==> config.mk <==
export PLATFORM = sky130hd
export DESIGN_NAME = data_memory_dump_flat
export DESIGN_NICKNAME = d
export VERILOG_FILES = /design/src/rtl/data_memory_dump_if.sv /design/src/rtl/data_memory_dump.sv /design/src/flat_wrapper.sv
export SDC_FILE = /design/constraint.sdc
export NUM_CORES = 1
export LEC_CHECK = 0
export ABC_AREA = 1
export BUFFER_PORTS_ARGS = -buffer_cell sky130_fd_sc_hd__buf_2
export CORE_MARGIN = 2
export CORE_UTILIZATION = 35
export CTS_BUF_LIST = sky130_fd_sc_hd__clkbuf_2
export DETAILED_ROUTE_END_ITERATION = 7
export PLACE_DENSITY_LB_ADDON = 0.25
export SLEW_MARGIN = 20
export SYNTH_ARGS = -nofsm -noshare
export SYNTH_HDL_FRONTEND = slang
export SYNTH_SLANG_ARGS = --single-unit
==> constraint.sdc <==
create_clock -name clk -period 2.4 [get_ports clk]
set_input_delay 0.24 -clock clk [delete_from_list [all_inputs] [get_ports clk]]
set_output_delay 0.24 -clock clk [all_outputs]
set_load 0.02 [all_outputs]
==> src/rtl/data_memory_dump_if.sv <==
// Data memory port plus dump stream for data_memory_dump.
// master: the dump engine; slave: the memory and stream consumer side.
interface data_memory_dump_if #(
    parameter int unsigned ADDR_W = 8,
    parameter int unsigned DATA_W = 32
);
    logic [ADDR_W-1:0] mem_address;
    logic              mem_enable;
    logic              mem_rw;
    logic              mem_size;
    logic [DATA_W-1:0] mem_data_out;
    logic [DATA_W-1:0] dump_data;
    logic [ADDR_W-1:0] dump_addr;
    logic              dump_valid;
    logic              dump_ready;

    modport master (
        output mem_address, mem_enable, mem_rw, mem_size,
        input  mem_data_out,
        output dump_data, dump_addr, dump_valid,
        input  dump_ready
    );

    modport slave (
        input  mem_address, mem_enable, mem_rw, mem_size,
        output mem_data_out,
        input  dump_data, dump_addr, dump_valid,
        output dump_ready
    );
endinterface

==> src/rtl/data_memory_dump.sv <==
// data_memory_dump: reads a run of words from data memory and streams each word
// with its byte address over a valid/ready handshake.
// Optional feature macro: DUMP_CHECKSUM_EN (running 32-bit sum of streamed words).
module data_memory_dump #(
    parameter int unsigned ADDR_W = 8,
    parameter int unsigned DATA_W = 32,
    parameter int unsigned CNT_W  = 7
) (
    input  logic              clk,
    input  logic              reset,
    input  logic              start,
    input  logic [ADDR_W-1:0] start_addr,
    input  logic [CNT_W-1:0]  word_count,
    output logic              busy,
    output logic              done,
    output logic [DATA_W-1:0] checksum,
    data_memory_dump_if.master bus
);

    typedef enum logic [1:0] {StIdle, StRead, StHold, StDone} state_t;

    localparam logic [CNT_W-1:0] MaxCount = {1'b1, {(CNT_W-1){1'b0}}};

    state_t            state_q, state_d;
    logic [ADDR_W-1:0] addr_q, addr_d;
    logic [CNT_W-1:0]  remaining_q, remaining_d;
    logic [ADDR_W-1:0] mem_addr_q;
    logic [DATA_W-1:0] dump_data_q;
    logic [ADDR_W-1:0] dump_addr_q;
    logic              dump_valid_q;
    logic [CNT_W-1:0]  count_clamped;
    logic              xfer;

    assign count_clamped = (word_count > MaxCount) ? MaxCount : word_count;

    // Next-state, address/count update and transfer decode.
    always_comb begin
        state_d     = state_q;
        addr_d      = addr_q;
        remaining_d = remaining_q;
        xfer        = 1'b0;
        unique case (state_q)
            StIdle: begin
                if (start) begin
                    addr_d      = start_addr & ~ADDR_W'(3);
                    remaining_d = count_clamped;
                    state_d     = (count_clamped == '0) ? StDone : StRead;
                end
            end
            StRead: state_d = StHold;
            StHold: begin
                if (bus.dump_ready) begin
                    xfer        = 1'b1;
                    remaining_d = remaining_q - CNT_W'(1);
                    addr_d      = addr_q + ADDR_W'(4);  // wraps mod 2^ADDR_W
                    state_d     = (remaining_q == CNT_W'(1)) ? StDone : StRead;
                end
            end
            StDone: state_d = StIdle;
            default: state_d = StIdle;
        endcase
    end

    // State, address, counter and captured stream word registers.
    always_ff @(posedge clk or posedge reset) begin
        if (reset) begin
            state_q      <= StIdle;
            addr_q       <= '0;
            remaining_q  <= '0;
            mem_addr_q   <= '0;
            dump_data_q  <= '0;
            dump_addr_q  <= '0;
            dump_valid_q <= 1'b0;
        end else begin
            state_q     <= state_d;
            addr_q      <= addr_d;
            remaining_q <= remaining_d;
            // mem_address only moves when entering READ, so it holds elsewhere.
            if (state_d == StRead) begin
                mem_addr_q <= addr_d;
            end
            if (state_q == StRead) begin
                dump_data_q  <= bus.mem_data_out;
                dump_addr_q  <= addr_q;
                dump_valid_q <= 1'b1;
            end else if (xfer) begin
                dump_valid_q <= 1'b0;
            end
        end
    end

`ifdef DUMP_CHECKSUM_EN
    logic [DATA_W-1:0] checksum_q;

    // Running sum: cleared on accepted start, accumulates each transferred word.
    always_ff @(posedge clk or posedge reset) begin
        if (reset) begin
            checksum_q <= '0;
        end else if (state_q == StIdle && start) begin
            checksum_q <= '0;
        end else if (xfer) begin
            checksum_q <= checksum_q + dump_data_q;
        end
    end

    assign checksum = checksum_q;
`else
    assign checksum = '0;
`endif

    assign busy            = (state_q != StIdle);
    assign done            = (state_q == StDone);
    assign bus.mem_address = mem_addr_q;
    assign bus.mem_enable  = (state_q == StRead);
    assign bus.mem_rw      = 1'b0;
    assign bus.mem_size    = 1'b1;
    assign bus.dump_data   = dump_data_q;
    assign bus.dump_addr   = dump_addr_q;
    assign bus.dump_valid  = dump_valid_q;

endmodule
==> src/flat_wrapper.sv <==
// flat-port wrapper written by rule: the top's interface ports become plain ports
module data_memory_dump_flat 
#(
    parameter int unsigned ADDR_W = 8,
    parameter int unsigned DATA_W = 32,
    parameter int unsigned CNT_W  = 7
)
  (clk, reset, start, start_addr, word_count, busy, done, checksum, bus_mem_address, bus_mem_enable, bus_mem_rw, bus_mem_size, bus_mem_data_out, bus_dump_data, bus_dump_addr, bus_dump_valid, bus_dump_ready);
  data_memory_dump_if #(.ADDR_W(ADDR_W), .DATA_W(DATA_W)) bus_i ();
  input  logic clk;
  input  logic reset;
  input  logic start;
  input  logic [ADDR_W-1:0] start_addr;
  input  logic [CNT_W-1:0] word_count;
  output logic busy;
  output logic done;
  output logic [DATA_W-1:0] checksum;
  output wire logic [$bits(bus_i.mem_address)-1:0] bus_mem_address;
  output wire logic [$bits(bus_i.mem_enable)-1:0] bus_mem_enable;
  output wire logic [$bits(bus_i.mem_rw)-1:0] bus_mem_rw;
  output wire logic [$bits(bus_i.mem_size)-1:0] bus_mem_size;
  input wire logic [$bits(bus_i.mem_data_out)-1:0] bus_mem_data_out;
  output wire logic [$bits(bus_i.dump_data)-1:0] bus_dump_data;
  output wire logic [$bits(bus_i.dump_addr)-1:0] bus_dump_addr;
  output wire logic [$bits(bus_i.dump_valid)-1:0] bus_dump_valid;
  input wire logic [$bits(bus_i.dump_ready)-1:0] bus_dump_ready;
  assign bus_mem_address = bus_i.mem_address;
  assign bus_mem_enable = bus_i.mem_enable;
  assign bus_mem_rw = bus_i.mem_rw;
  assign bus_mem_size = bus_i.mem_size;
  assign bus_i.mem_data_out = bus_mem_data_out;
  assign bus_dump_data = bus_i.dump_data;
  assign bus_dump_addr = bus_i.dump_addr;
  assign bus_dump_valid = bus_i.dump_valid;
  assign bus_i.dump_ready = bus_dump_ready;
  data_memory_dump #(.ADDR_W(ADDR_W), .DATA_W(DATA_W), .CNT_W(CNT_W)) u_core (.clk(clk), .reset(reset), .start(start), .start_addr(start_addr), .word_count(word_count), .busy(busy), .done(done), .checksum(checksum), .bus(bus_i));
endmodule
==> flow_summary.json <==
{
  "via_count": 2871,
  "clock_skew_ns": 0.0273,
  "hp-class": "in -> reg",
  "clock_latency_ns": 0.49,
  "r2r-start": "u_core.state_q[0]$_DFF_PP0_",
  "row_count": 35,
  "diodes": 0,
  "dpl_cell_area_mm2": 0.00374,
  "portBuffers": 100,
  "grt_pass1_vias": 2719,
  "viasPerCell": 4.42,
  "stdcell_area_mm2": 0.00418,
  "ys_ff_latch": 66,
  "start_kind": "flip-flop",
  "pwr-share-comb": 0.507,
  "r2r_slack_ns": 0.60,
  "antenna_found_initial": 0,
  "p_sw_mw": 2.41,
  "hold_depth": 5,
  "period_needed_ns": 1.93,
  "postRouteAntennaNets": 0,
  "critPathMaxFanout": 34,
  "synth_cell_types": 32,
  "p_per_area_mw_per_mm2": 1180,
  "power_leakage_nw": 2.37,
  "peakVddDrop_v": 0.000329,
  "cts.path.max_buffers": 2,
  "initialDrtViolationCount": 82,
  "rr_endpoint": "u_core.bus.mem_address[6]$_DFFE_PP0N_",
  "io_pins": 137,
  "seq_area_frac_synth": 0.505,
  "status": "finished clean",
  "layout_common_cells": "nand2_1 (166), buf_2 (100), dfrtp_1 (66)",
  "fin_setup_tns_ns": 0,
  "crit_arrival_ns": 1.69,
  "start_util": 0.357,
  "grt_use_total": 0.158,
  "drc": 0,
  "syn-mean-instance-area_um2": 8.24,
  "final_max_slew_viol_count": 0,
  "rsz0062_at_grt": "false",
  "cts-root-buf": "clkbuf_2",
  "layout-drive-gt1-share": 0.247,
  "required_ns": 2.16,
  "gp_congestion": 0.736,
  "die_h_um": 101,
  "swShare": 0.488,
  "htree_levels": 3,
  "min_from": "word_count[2]",
  "post_cts_buffers": 0,
  "hpwlAfterDp_mm": 5.37,
  "setup_violations": 0,
  "clock_sinks": 66,
  "wirelength_mm": 7.73,
  "cp-startpoint": "u_core.state_q[1]$_DFF_PP0_",
  "setup.worst_path.class": "reg -> out",
  "p_seq_frac": 0.384,
  "ff2ff_path_depth": 7,
  "core_area_mm2": 0.00915,
  "wire_per_inst_um": 11.9,
  "intPower_mw": 2.53,
  "synthCells": 397,
  "overflow": 0,
  "fin_crit_sh": 0.805,
  "worstMarginPinSlew_ns": 0.831,
  "p_clk_frac": 0.108,
  "hold_end": "u_core.remaining_q[2]$_DFFE_PP0P_",
  "highest_layer": "met4",
  "drt-met1-wl_mm": 3.43,
  "drtPass1Iterations": 4,
  "fmax_ghz": 0.518,
  "cts_buffers": 9,
  "grt_pass1_wl_mm": 12.6,
  "final_common_cell": "nand2_1",
  "wl_met3_um": 297,
  "ys_warn_count": 0,
  "drv_cap": 0,
  "relSlewSlack": 0.445,
  "clkTransAtPathRegs_ns": 0.17,
  "cts_resized": 0,
  "end_kind": "output pin",
  "wl_met2_mm": 3.78,
  "hold_viol": 0,
  "grt_max_degree": 52,
  "synth_area_mm2": 0.00327,
  "nets": 587,
  "cts_tree": "built",
  "die_x_um": 101,
  "area_growth_pct": 27.8,
  "die_area_mm2": 0.0101,
  "fillers": 921
}
[layout make-up]
cell class                      instances  area (µm²)  area share
Clock inverter                          6        33.8     0.00808
Inverter                               29         111      0.0266
Multi-Input combinational cell        289        1310       0.313
Tap cell                              111         139      0.0332
Sequential cell                        66        1650       0.395
Clock buffer                           10        50.0      0.0120
Timing Repair Buffer                  138         888       0.212
[per-stage QoR]
stage | std cells | utilization | worst slack (ns) | hold slack, ns | power (mW)
floorplan | 429 | - | 0.505 | 0.357 | 3.73
global placement | 597 | 0.408 | 0.609 | 0.322 | 4.36
detailed placement | 597 | 0.408 | 0.566 | 0.327 | 4.42
CTS | 649 | 0.457 | 0.403 | 0.0156 | 5.01
global route | 649 | 0.457 | 0.308 | 0.0584 | 5.41
finish | 649 | 0.457 | 0.468 | 0.0674 | 4.94
[worst max-delay path, stage by stage, from the launching register on]
cell and delay [ns]:
dfrtp_1 0.49, nor2_4 0.14, buf_4 0.34, buf_2 0.24
[routing by layer]
layer,vias up,global-route usage
met5,-,0
met4,0,0.0854
met3,16,0.0250
met2,81,0.269
met1,1324,0.191
li1,1450,-
[sequential cells by signal, summed over array words and instances, names as in the netlist]
signal and cells:
u_core.remaining_q 7, u_core.bus.dump_addr 8, u_core.addr_q 8, u_core.bus.dump_data 32
u_core.state_q 2, u_core.bus.dump_valid 1, u_core.bus.mem_address 8
[repair_timing]
action | in CTS | in global routing
hold buffers | 36 | 0
hold endpoints to repair | 59 | 0
endpoints found under the setup margin | 0 | 0
[cell families (layout without fill, tap and decap cells)]
group / Yosys count / in the layout / share of synthesized area
other cells: 2 / 34 / 0.00230
fa+ha+maj: 3 / 3 / 0.0115
compound gates: 32 / 32 / 0.0562
buf+inv: 74 / 183 / 0.132
flops: 66 / 66 / 0.505
xor+xnor: 1 / 1 / 0.00268
simple gates: 219 / 219 / 0.290
[cells in the mapped netlist, drive strengths merged]
cell type  number  area [µm²]
nand2         170         672
dfrtp          66        1650
buf            43         314
inv            29         111
nand3          22         110
nor2           19         104
o21ai          18        90.1
nand4           7        58.8
a21oi           6        33.8
ha              3        37.5
o21bai          3        22.5
clkbuf          2        7.51
conb            2        7.51
a21boi          1        7.51
a22oi           1        7.51
a2bb2oi         1        8.76
a31oi           1        6.26
nor3            1        5.00
o211ai          1        7.51
xnor2           1        8.76
[power by group through the flow]
stage	Combinational [mW]	Sequential, mW	Clock (mW)
CTS	2.55	1.90	0.569
finish	2.50	1.90	0.535
global route	2.83	1.97	0.615
floorplan	1.40	2.33	0
detailed placement	2.50	1.92	0
global placement	2.45	1.91	0
[how the worst max path moves through the flow]
stage                                                        to  slack [ns]
after floorplan                      u_core.addr_q[0]$_DFF_PP0_        0.51
after global placement    u_core.bus.mem_address[6]$_DFFE_PP0N_        0.61
after detailed placement  u_core.bus.mem_address[6]$_DFFE_PP0N_        0.57
after CTS                                        bus_mem_enable        0.40
after global routing                             bus_mem_enable        0.31
final                                            bus_mem_enable        0.47
(Power assumes the default switching activity.)
